### config.mk
export PLATFORM = sky130hd
export DESIGN_NAME = select_rr_feeder_flat
export DESIGN_NICKNAME = d
export VERILOG_FILES = /design/src/rtl/select_pkg.sv /design/src/rtl/select_rr_feeder_if.sv /design/src/rtl/rr_arbiter4.sv /design/src/rtl/select_rr_feeder.sv /design/src/flat_wrapper.sv
export SDC_FILE = /design/constraint.sdc
export NUM_CORES = 1
export LEC_CHECK = 0
export ABC_AREA = 1
export CORE_UTILIZATION = 45
export DETAILED_ROUTE_END_ITERATION = 10
export PLACE_DENSITY = 0.89
export RECOVER_POWER = 25
export SYNTH_ARGS = -nofsm -noshare
export SYNTH_HDL_FRONTEND = slang
export SYNTH_SLANG_ARGS = --single-unit
### constraint.sdc
create_clock -name clk_i -period 2.8 [get_ports clk_i]
set_clock_uncertainty 0.05 [all_clocks]
set_input_delay 0.28 -clock clk_i [delete_from_list [all_inputs] [get_ports clk_i]]
set_output_delay 0.28 -clock clk_i [all_outputs]
set_load 0.05 [all_outputs]
### src/rtl/select_pkg.sv
// Types shared by the round-robin feeder and the downstream 4-way select stage.
// The select code doubles as the channel index.
package select_pkg;
  localparam int NUM_CH = 4;

  typedef enum logic [1:0] {CH_U1 = 2'd0, CH_U2 = 2'd1, CH_S1 = 2'd2, CH_S2 = 2'd3} sel_t;
  typedef enum logic {EMPTY = 1'b0, FULL = 1'b1} state_t;

  // Successor channel; wraps 3 -> 0 through 2-bit truncation.
  function automatic sel_t next_ch(sel_t c);
    return sel_t'(c + 2'd1);
  endfunction
endpackage

### src/rtl/select_rr_feeder_if.sv
// Four source channels in, one registered (sel, value) pair out.
// The feeder takes the slave side; the source/sink environment takes the master side.
interface select_rr_feeder_if
  import select_pkg::*;
#(
  parameter int U1_W  = 2,
  parameter int U2_W  = 4,
  parameter int S_W   = 4,
  parameter int OUT_W = 5
);
  logic        [U1_W-1:0]   u1_data;
  logic        [U2_W-1:0]   u2_data;
  logic        [S_W-1:0]    s1_data;
  logic        [S_W-1:0]    s2_data;
  logic        [NUM_CH-1:0] in_valid;
  logic        [NUM_CH-1:0] in_ready;
  logic signed [OUT_W-1:0]  out_data;
  sel_t                     out_sel;
  logic                     out_valid;
  logic                     out_ready;

  modport slave (
    input  u1_data, u2_data, s1_data, s2_data, in_valid, out_ready,
    output in_ready, out_data, out_sel, out_valid
  );

  modport master (
    output u1_data, u2_data, s1_data, s2_data, in_valid, out_ready,
    input  in_ready, out_data, out_sel, out_valid
  );
endinterface

### src/rtl/rr_arbiter4.sv
// Combinational 4-way round-robin search: first valid channel at or after ptr_i wins.
module rr_arbiter4
  import select_pkg::*;
(
  input  logic [NUM_CH-1:0] valid_i,
  input  sel_t              ptr_i,
  output logic [NUM_CH-1:0] gnt_o,
  output sel_t              idx_o,
  output logic              any_o
);
  logic [1:0] c;

  // Walk from the farthest offset down to ptr_i so the closest valid overrides.
  always_comb begin
    gnt_o = '0;
    idx_o = CH_U1;
    any_o = 1'b0;
    c     = '0;
    for (int i = NUM_CH - 1; i >= 0; i--) begin
      c = ptr_i + 2'(i);
      if (valid_i[c]) begin
        gnt_o    = '0;
        gnt_o[c] = 1'b1;
        idx_o    = sel_t'(c);
        any_o    = 1'b1;
      end
    end
  end
endmodule

### src/rtl/select_rr_feeder.sv
// Round-robin feeder: grants one of four channels, extends the winner to a signed
// OUT_W value and holds it with its select code in a one-entry output register.
module select_rr_feeder
  import select_pkg::*;
#(
  parameter int U1_W  = 2,
  parameter int U2_W  = 4,
  parameter int S_W   = 4,
  parameter int OUT_W = 5
) (
  input  logic                clk_i,
  input  logic                rst_ni,
  select_rr_feeder_if.slave   bus
);
  state_t                  state_q, state_d;
  logic signed [OUT_W-1:0] data_q, data_d, ext;
  sel_t                    sel_q, sel_d, ptr_q, ptr_d, gnt_idx;
  logic [NUM_CH-1:0]       gnt;
  logic                    any, load, xfer;

  logic        [U1_W-1:0]  u1;
  logic        [U2_W-1:0]  u2;
  logic signed [S_W-1:0]   s1, s2;

  assign u1 = bus.u1_data;
  assign u2 = bus.u2_data;
  assign s1 = bus.s1_data;
  assign s2 = bus.s2_data;

  rr_arbiter4 u_arb (
    .valid_i (bus.in_valid),
    .ptr_i   (ptr_q),
    .gnt_o   (gnt),
    .idx_o   (gnt_idx),
    .any_o   (any)
  );

  // Register can take a new value when empty or when it drains this edge.
  assign load         = (state_q == EMPTY) || bus.out_ready;
  assign xfer         = rst_ni && load && any;
  assign bus.in_ready = (rst_ni && load) ? gnt : '0;

  // Unsigned channels zero-extend, signed channels sign-extend.
  always_comb begin
    ext = '0;
    unique case (gnt_idx)
      CH_U1:   ext = OUT_W'(u1);
      CH_U2:   ext = OUT_W'(u2);
      CH_S1:   ext = OUT_W'(s1);
      default: ext = OUT_W'(s2);
    endcase
  end

  always_comb begin
    state_d = state_q;
    data_d  = data_q;
    sel_d   = sel_q;
    ptr_d   = ptr_q;
    if (load) begin
      if (xfer) begin
        state_d = FULL;
        data_d  = ext;
        sel_d   = gnt_idx;
        ptr_d   = next_ch(gnt_idx);
      end else begin
        state_d = EMPTY;
      end
    end
  end

  always_ff @(posedge clk_i) begin
    if (!rst_ni) begin
      state_q <= EMPTY;
      data_q  <= '0;
      sel_q   <= CH_U1;
      ptr_q   <= CH_U1;
    end else begin
      state_q <= state_d;
      data_q  <= data_d;
      sel_q   <= sel_d;
      ptr_q   <= ptr_d;
    end
  end

  assign bus.out_valid = (state_q == FULL);
  assign bus.out_data  = data_q;
  assign bus.out_sel   = sel_q;
endmodule

### src/flat_wrapper.sv
// flat-port wrapper written by rule: the top's interface ports become plain ports
module select_rr_feeder_flat import select_pkg::*;
#(
  parameter int U1_W  = 2,
  parameter int U2_W  = 4,
  parameter int S_W   = 4,
  parameter int OUT_W = 5
)
  (clk_i, rst_ni, bus_u1_data, bus_u2_data, bus_s1_data, bus_s2_data, bus_in_valid, bus_out_ready, bus_in_ready, bus_out_data, bus_out_sel, bus_out_valid);
  select_rr_feeder_if #(.U1_W(U1_W), .U2_W(U2_W), .S_W(S_W), .OUT_W(OUT_W)) bus_i ();
  input  logic clk_i;
  input  logic rst_ni;
  input wire logic [$bits(bus_i.u1_data)-1:0] bus_u1_data;
  input wire logic [$bits(bus_i.u2_data)-1:0] bus_u2_data;
  input wire logic [$bits(bus_i.s1_data)-1:0] bus_s1_data;
  input wire logic [$bits(bus_i.s2_data)-1:0] bus_s2_data;
  input wire logic [$bits(bus_i.in_valid)-1:0] bus_in_valid;
  input wire logic [$bits(bus_i.out_ready)-1:0] bus_out_ready;
  output wire logic [$bits(bus_i.in_ready)-1:0] bus_in_ready;
  output wire logic [$bits(bus_i.out_data)-1:0] bus_out_data;
  output wire logic [$bits(bus_i.out_sel)-1:0] bus_out_sel;
  output wire logic [$bits(bus_i.out_valid)-1:0] bus_out_valid;
  assign bus_i.u1_data = bus_u1_data;
  assign bus_i.u2_data = bus_u2_data;
  assign bus_i.s1_data = bus_s1_data;
  assign bus_i.s2_data = bus_s2_data;
  assign bus_i.in_valid = bus_in_valid;
  assign bus_i.out_ready = bus_out_ready;
  assign bus_in_ready = bus_i.in_ready;
  assign bus_out_data = bus_i.out_data;
  assign bus_out_sel = bus_i.out_sel;
  assign bus_out_valid = bus_i.out_valid;
  select_rr_feeder #(.U1_W(U1_W), .U2_W(U2_W), .S_W(S_W), .OUT_W(OUT_W)) u_core (.clk_i(clk_i), .rst_ni(rst_ni), .bus(bus_i));
endmodule
==> results.sh <==
export IMPL_critPathCaptureType="flip-flop"
export IMPL_period_needed_ns=2.43
export IMPL_place_congestion=0.821
export IMPL_wl_per_cell_microns=12.7
export IMPL_status="finished clean"
export IMPL_powerDensity_mw_per_mm2=1360
export IMPL_yosysWarningCount=0
export IMPL_synth_area_sq_um=983
export IMPL_drv_cap=0
export IMPL_grt_pass1_wl_microns=4690
export IMPL_die_w_microns=48.8
export IMPL_fp_dieArea_sq_mm=0.00238
export IMPL_route_detailed_drc=0
export IMPL_tightest_slew_ns=0.509
export IMPL_avgViaCountPerCell=5.26
export IMPL_post_route_period_util=0.869
export IMPL_cp_slowest_cell="dfxtp_1"
export IMPL_core_sq_mm=0.00200
export IMPL_finalSetupViolations=0
export IMPL_critPathMaxStageDelay_ns=0.36
export IMPL_final_layout_size_suffix_gt1_frac=0.163
export IMPL_drt_wl_total_microns=2680
export IMPL_numCtsBuffers=3
export IMPL_grt_max_degree=19
export IMPL_grt_antenna_before_repair=0
export IMPL_dp_hpwl_microns=2090
export IMPL_path_clk_slew_ns=0.07
export IMPL_firstDrtPassIters=4
export IMPL_insertion_delay_ns=0.27
export IMPL_grt_pass1_vias=1090
export IMPL_r2r_start="u_core.ptr_q[0]"
export IMPL_tns_ns=0
export IMPL_post_cts_buffers=0
export IMPL_ctsHoldBuffers=0
export IMPL_critical_path_cell_chain="inv_2 > ha_1 > inv_1 > nand3_1 > nand2_2 > inv_2 > nand2_1 > nand2_1 > nand2_1 > nand2_2 > ha_1 > inv_1 > nand3_1 > nand2_1 > inv_1 > nand2_1 > o21ai_0 > inv_1"
export IMPL_grt_util_all_layers=0.254
export IMPL_rsz0062_at_grt="no"
export IMPL_cts_root_buf="clkbuf_4"
export IMPL_num_antenna_cells=0
export IMPL_relSlewSlack=0.659
export IMPL_crit_family="simple AND/OR/NAND/NOR gates"
export IMPL_synthDistinctLibCells=22
export IMPL_route_vias_total=1109
export IMPL_report_final_slew_viol_count=0
export IMPL_crit_path_max_fanout=8
export IMPL_cts_tree="done"
export IMPL_path_class="flip-flop to flip-flop"
export IMPL_ir_drop_v=0.000739
export IMPL_postRouteAntennaNets=0
export IMPL_num_rows=16
export IMPL_nets=217
export IMPL_startpoint="u_core.ptr_q[0]"
export IMPL_io_buffers=32
export IMPL_ctsLongestPathBuffers=2
export IMPL_start_kind="flip-flop"
export IMPL_syn_area_per_cell_sq_um=6.64
export IMPL_syn_inst=148
export IMPL_io_pins=33
export IMPL_cts_sinks=10
export IMPL_hold_start="u_core.bus.out_sel[0]"
export IMPL_die_h_microns=48.8
export IMPL_reg2reg_slack_ns=0.37
export IMPL_worst_endpoint_required_ns=2.92
export IMPL_ys_seq_area_frac=0.204
export IMPL_power_leakage_nw=0.687
export IMPL_cp_num_buf_inv=6
export IMPL_hold_path_class="flip-flop to flip-flop"
export IMPL_start_util=0.491
export IMPL_grt_overflow=0
export IMPL_ys_ff_latch=10
export IMPL_hold_viol_final=0
export IMPL_postCtsResizedCells=0
export IMPL_worstPathArrival_ns=2.55
export IMPL_syn_nets=180
export IMPL_drt_iter0_markers=20
export IMPL_clock_fmax_mhz=411
export IMPL_htree_levels=1
export IMPL_crit_path_frequent_cell="nand2_1"
export IMPL_post_route_util=0.703
export IMPL_syn2layout_area_growth_pct=43.0
## metrics by stage
step	hold WS [ns]	worst slack [ns]	cells	power, mW	cell area [sq um]
after floorplan	0.355	0.339	148	1.32	983
after global placement	0.419	0.405	207	1.70	1370
after detailed placement	0.440	0.308	207	1.77	1370
after CTS	0.456	0.384	211	1.92	1410
after global routing	0.481	0.0347	211	2.08	1410
final	0.457	0.367	211	1.91	1410
## placed cells by master (no fill, tap or decap), types with 4 or more instances in the layout
| cell type | synthesis | final |
|---|---|---|
| ha_1 | 11 | 11 |
| nand3_1 | 12 | 12 |
| nand2_2 | 8 | 8 |
| clkdlybuf4s50_1 | 0 | 23 |
| nor2_1 | 4 | 4 |
| buf_12 | 0 | 4 |
| inv_1 | 17 | 17 |
| a21oi_1 | 13 | 13 |
| nand2_1 | 38 | 38 |
| dfxtp_1 | 10 | 10 |
| o21ai_0 | 13 | 13 |
| inv_2 | 4 | 4 |
| dlygate4sd3_1 | 0 | 5 |
## cell type report
| class | count | area, sq um |
|---|---|---|
| multi-input cells | 115 | 682 |
| fillers | 158 | 596 |
| repair buffers | 34 | 375 |
| flip-flops and latches | 10 | 200 |
| inverters | 21 | 78.8 |
| clock buffers | 4 | 36.3 |
| well taps | 27 | 33.8 |
## path summary, 6_finish.rpt
path	to	depth (start not counted)
worst max-delay path	u_core.bus.out_data[3]	18
worst min register to register	u_core.bus.out_sel[0]	2
worst min-delay path	u_core.bus.out_sel[0]	2
worst max register to register	u_core.bus.out_data[3]	18
## report_power, final
group | leakage, nW | internal (mW) | total, mW | switching, mW
clock network | 0.0210 | 0.0791 | 0.132 | 0.0534
logic | 0.583 | 0.561 | 1.56 | 0.997
registers | 0.0831 | 0.194 | 0.222 | 0.0284
total | 0.687 | 0.834 | 1.91 | 1.08
## routing by layer
| metal | vias to the layer above | global-route usage | share of wire |
|---|---|---|---|
| met5 | - | 0 | 0 |
| li1 | 560 | - | - |
| met2 | 44 | 0.488 | 0.54 |
| met1 | 500 | 0.273 | 0.40 |
| met3 | 5 | 0.0535 | 0.048 |
| met4 | 0 | 0.0735 | 0.011 |
## tightest hold or removal path: cells and delay by family, from the launching register on
family          cells  cell delay [ns]
simple gates        1             0.08
flops               1             0.32
compound gates      1             0.06
## cell usage after synthesis
master	instances	area [sq um]
nand4_1	1	6.26
a31oi_1	1	6.26
o21ai_2	2	17.5
dfxtp_1	10	200
a21oi_1	13	65.1
nor3_4	1	16.3
o22ai_1	2	12.5
nor2_1	4	15.0
ha_1	11	138
a22o_1	3	26.3
o21ai_0	13	65.1
nor2_2	1	6.26
nand2_2	8	50.1
inv_2	4	15.0
nand3_1	12	60.1
nor2_4	1	11.3
mux2i_1	1	10.0
buf_6	2	22.5
inv_1	17	63.8
a211oi_2	2	25.0
nand2_1	38	143
a21oi_2	1	8.76
## cells by family after synthesis
family,share of synthesized area
AO/OA/AOI/OAI,0.230
multiplexers,0.0102
buffers and inverters,0.103
flip-flops,0.204
adder cells (fa/ha/maj),0.140
AND/OR/NAND/NOR,0.313
## sequential cells by signal, summed over array words and instances, names as in the netlist
register	cells
u_core.bus.out_sel	2
u_core.ptr_q	2
u_core.bus.out_data	5
u_core.bus.out_valid	1
Power figures use the tool's default switching activity.
==> variant 1, RTL diff (same settings) <==
`U2_W` is set to 4 in 3 places; all go to 6.
--- a/src/rtl/select_rr_feeder_if.sv
+++ b/src/rtl/select_rr_feeder_if.sv
@@ -4,7 +4,7 @@
   import select_pkg::*;
 #(
   parameter int U1_W  = 2,
-  parameter int U2_W  = 4,
+  parameter int U2_W  = 6,
   parameter int S_W   = 4,
   parameter int OUT_W = 5
 );
--- a/src/rtl/select_rr_feeder.sv
+++ b/src/rtl/select_rr_feeder.sv
@@ -4,7 +4,7 @@
   import select_pkg::*;
 #(
   parameter int U1_W  = 2,
-  parameter int U2_W  = 4,
+  parameter int U2_W  = 6,
   parameter int S_W   = 4,
   parameter int OUT_W = 5
 ) (
--- a/src/flat_wrapper.sv
+++ b/src/flat_wrapper.sv
@@ -2,7 +2,7 @@
 module select_rr_feeder_flat import select_pkg::*;
 #(
   parameter int U1_W  = 2,
-  parameter int U2_W  = 4,
+  parameter int U2_W  = 6,
   parameter int S_W   = 4,
   parameter int OUT_W = 5
 )
Ports: changed (resized bus_u2_data); port bits go from 33 to 35. No check against the original RTL was run, so the function may have changed too.
==> variant 1 against the unedited design <==
  * Count of clock-buffer cells in the layout did not move
  * Power fell by 21%
  * Largest power group unchanged
  * Area after synthesis rose by 6.2%
  * Worst setup slack got worse by 0.075 ns
  * Die area rose by 6.0%
  * Design area rose by 4.5%
  * Routed wire length fell by 2.3%
  * Sequential cell count did not move
  * First-iteration DRC count rose by 40%
  * Critical path type unchanged
==> variant 1: results (changes against the unedited design) <==
metric,value,unit,change
worst-endpoint-arrival,2.61,ns,+0.06 ns
cts_setup_buffers,0,,unchanged
min_to,u_core.bus.out_sel[0]$_SDFFE_PN0P_,,
synth_compound_gate_area_share,26.47,%,+3.4 points
multi_input_area,716.9,um^2,+5.1%
antenna_found_initial,0,,unchanged
worst_pin_slew,0.5159,ns,+0.006426 ns
ff2ff_path_depth,15,,-3
grt_max_degree,17,,-2
irDropWorstVdd,664.9,uV,-10%
cts_buffers,3,,unchanged
hold_start,u_core.bus.out_sel[0]$_SDFFE_PN0P_,,
syn_inst,150,,+1.4%
dp_hpwl,2137,um,+2.3%
place_congestion,0.8249,,+0.45%
grt_usage,22.03,%,-3.3 points
rrSetupSlack,0.29,ns,-0.07 ns
total_leakage_power,0.6971,nW,+1.5%
drt_iter0_drc,28,,+40%
pre_cts_ws,0.2523,ns,-0.05570 ns
cp_slowest_cell,ha_1,,
drive_gt1_share,22.99,%,+6.7 points
ys_seq_area_share,19.16,%,-1.2 points
nets,222,,+2.3%
ys_types,26,,+18%
dr.pass1.iters,4,,unchanged
largest_reg_flops,5,,unchanged
synthMuxAreaShare,0.9581,%,-0.060 points
worst-path-max-fanout,6,,-2
synth_nets,184,,+2.2%
hold_class,reg -> reg,,
insertion_delay,0.26,ns,
clockBufferDepth,2,,unchanged
synth_xor_area_share,0,%,unchanged
synth_area_leaders,"dfxtp_1 (19%), ha_1 (13%), nand2_1 (9.3%), nand2_2 (7.8%), o21ai_0 (7.7%)",,
async_reset_ff_share,0,%,unchanged
outcome,finished clean,,
synth_common_cells,"nand2_1 (26), inv_1 (21), o21ai_0 (16), a21oi_1 (15), nand2_2 (13)",,
drt_wl_total,2621,um,-2.3%
cts-htree-levels,1,,unchanged
routedWlPerCell,12.19,um,-4.1%
placed_area,1434,um^2,+4.7%
fill_cells,173,,+9.5%
cts-resized-gates,0,,unchanged
yosys.area_share.adder,13.17,%,-0.82 points
grt_pass1_vias,1014,,-7.0%
placed_cells,211,,+1.9%
slowest_delay,0.34,ns,-0.02 ns
grt_pass1_wl,4312,um,-8.0%
crit_family,adder cells,,
io_buffers,33,,+3.1%
fin_hold_ws,0.4580,ns,+0.0009560 ns
num_vias,1084,,-2.3%
==> variant 1: cell count changes after synthesis, sizes merged, moves of 2 or more <==
cell and delta:
nand2 -5, a21oi +4, nand3 -5, or2 +2, inv +4, a21boi +2, o21ai +4, o22ai -2
a22o -2
==> variant 1: per-layer routing <==
metal,GRT usage (%),routed length (um),vias to the layer above
met5,0,0,-
met4,6.667,13,0
met3,2.121,77,2
met2,41.33,1427,21
met1,25.78,1102,498
li1,-,-,563
==> variant 1: worst max-delay path by stage <==
| stage | start | endpoint | slack, ns | depth (start not counted) |
|---|---|---|---|---|
| after global routing | u_core.ptr_q[0]$_SDFFE_PN0P_ | u_core.bus.out_data[0]$_SDFFE_PN0P_ | 0.07 | 16 |
| after detailed placement | bus_in_valid[1] | u_core.bus.out_data[3]$_SDFFE_PN0P_ | 0.25 | 16 |
| after global placement | bus_in_valid[2] | u_core.bus.out_data[1]$_SDFFE_PN0P_ | 0.37 | 12 |
| after floorplan | u_core.ptr_q[0]$_SDFFE_PN0P_ | bus_in_ready[0] | 0.28 | 9 |
| final | u_core.ptr_q[0]$_SDFFE_PN0P_ | u_core.bus.out_data[3]$_SDFFE_PN0P_ | 0.29 | 15 |
| after CTS | u_core.ptr_q[0]$_SDFFE_PN0P_ | u_core.bus.out_data[3]$_SDFFE_PN0P_ | 0.28 | 16 |
==> variant 1: logic make-up (layout without fill, tap and decap cells) <==
family | count (synthesis) | after routing
AO/OA/AOI/OAI | 44 | 44
multiplexers | 1 | 1
adder cells (fa/ha/maj) | 11 | 11
flip-flops | 10 | 10
AND/OR/NAND/NOR | 57 | 57
buffers and inverters | 27 | 64
==> variant 1: where the power goes <==
group	switching, mW	internal (mW)	leakage, nW
Clock	0.0500	0.0789	0.0210
Sequential	0.0175	0.180	0.0830
Combinational	0.743	0.433	0.593
==> variant 1: layout make-up <==
class	count	area share (%)
Clock buffer	4	2.468
Multi-Input combinational cell	113	48.77
Sequential cell	10	13.62
Tap cell	28	2.383
Inverter	25	6.553
Timing Repair Buffer	35	26.21
==> variant 1: tightest hold or removal path, stage by stage (launching register included) <==
cell and delay (ns):
dfxtp_1 0.32, nand2_1 0.09, a21oi_2 0.06
==> variant 2, RTL diff (same settings) <==
Without the edit above. Take the reset off `data_q` and load it in a clocked block of its own.
--- a/src/rtl/select_rr_feeder.sv
+++ b/src/rtl/select_rr_feeder.sv
@@ -71,15 +71,17 @@
   always_ff @(posedge clk_i) begin
     if (!rst_ni) begin
       state_q <= EMPTY;
-      data_q  <= '0;
       sel_q   <= CH_U1;
       ptr_q   <= CH_U1;
     end else begin
       state_q <= state_d;
-      data_q  <= data_d;
       sel_q   <= sel_d;
       ptr_q   <= ptr_d;
     end
+  end
+
+  always_ff @(posedge clk_i) begin
+    data_q <= data_d;
   end
 
   assign bus.out_valid = (state_q == FULL);
Formal check against the unedited RTL: differs if rst_ni is asserted again (counterexample within 4 cycles, from zero or initial values and one cycle with rst_ni low); with rst_ni held inactive, the same outputs for 10 cycles.
==> variant 2 against the unedited design <==
  * Sequential cell count unchanged
  * Utilization increased by 0.50 points
  * Worst hold slack got worse by 0.020 ns
  * Routed wire length decreased by 2.9%
  * Worst setup slack got worse by 0.18 ns
  * Area after synthesis decreased by 0.25%
  * Design area increased by 0.71%
  * Highest routed layer unchanged
Power is not shown: default switching activity piles up to over one toggle a cycle in this logic, so the estimate is an artifact.
==> variant 2: results (changes against the unedited design) <==
metric,value,unit,change
synth_nets,167,,-7.2%
place_congestion,0.9123,,+11%
viasPerCell,5.317,,+1.2%
synth_common_cells,"nand2_1 (24), inv_1 (15), ha_1 (11)",,
yosys.area_share.adder,14.03,%,+0.036 points
cts_buffers,3,,unchanged
drt_iter0_drc,28,,+40%
reg2reg_to,u_core.bus.out_data[3]$_DFFE_PP_,,
grt_pass1_wl,4443,um,-5.2%
nets,205,,-5.5%
drt_wl_total,2606,um,-2.9%
max-slew-margin-rel,64.51,%,-1.4 points
outcome,finished clean,,
synth_area_leaders,"edfxtp_1 (15%), ha_1 (14%), dfxtp_1 (10%), nand2_1 (9.2%), nand2_2 (6.4%)",,
period_needed,2.613,ns,+0.1793 ns
grt_usage,23.78,%,-1.6 points
worst-path-max-fanout,6,,-2
crit_family,compound AO/OA/AOI/OAI gates,,
ys_seq_area_share,25.51,%,+5.2 points
rrSetupSlack,0.25,ns,-0.12 ns
async_reset_ff_share,0,%,unchanged
ys_types,26,,+18%
dp_hpwl,2063,um,-1.2%
r2r_start,u_core.ptr_q[1]$_SDFFE_PN0P_,,
synth_edf_count,5,,+5
drive_gt1_share,23.84,%,+7.5 points
synth.largest_area_cell,edfxtp_1,,
cp_slowest_cell,dfxtp_2,,
ff2ff_path_depth,13,,-5
fill_cells,160,,+1.3%
-- variant 2: cell count changes after synthesis, moves of 3 or more --
cell / before / now
nand2_1: 38 / 24
nor2_1: 4 / 10
dfxtp_1: 10 / 5
edfxtp_1: 0 / 5
nand3_1: 12 / 7
nand3_2: 0 / 5
a21oi_1: 13 / 10
a22o_1: 3 / 0
o21ai_0: 13 / 10
-- variant 2: area by class of cell --
cell class	count	area share [%]
inverter	22	6.449
multi-input combinational	102	44.35
timing repair buffer	34	26.50
clock buffer	4	2.562
sequential	10	17.76
tap	27	2.385
-- variant 2: how the worst max path moves through the flow --
stage,startpoint,to,cells after the start
6_report,u_core.ptr_q[1]$_SDFFE_PN0P_,bus_in_ready[3],10
5_1_grt,u_core.ptr_q[1]$_SDFFE_PN0P_,bus_in_ready[3],10
4_1_cts,u_core.ptr_q[1]$_SDFFE_PN0P_,bus_in_ready[3],10
3_5_place_dp,u_core.ptr_q[1]$_SDFFE_PN0P_,u_core.bus.out_data[3]$_DFFE_PP_,13
3_3_place_gp,u_core.ptr_q[1]$_SDFFE_PN0P_,u_core.bus.out_data[3]$_DFFE_PP_,13
2_1_floorplan,u_core.ptr_q[0]$_SDFFE_PN0P_,bus_in_ready[3],10
-- variant 2: tightest hold or removal path, cell delays in order (launching register included) --
cell	delay (ns)
dfxtp_1	0.31
nand2_1	0.08
a21oi_2	0.05
-- variant 2: metal layers --
layer / wire, um / global-route usage (%) / part of all wire, %
met1: 1061 / 29.15 / 41
met5: 0 / 0 / 0
met4: 36 / 8.333 / 1.4
met2: 1342 / 42.36 / 51
met3: 165 / 2.830 / 6.3
-- variant 2: metrics by stage --
stage          cell area [um^2]  std cells
3_5_place_dp               1379        195
3_3_place_gp               1379        195
4_1_cts                    1415        199
5_1_grt                    1416        199
2_1_floorplan             980.9        135
6_report                   1416        199
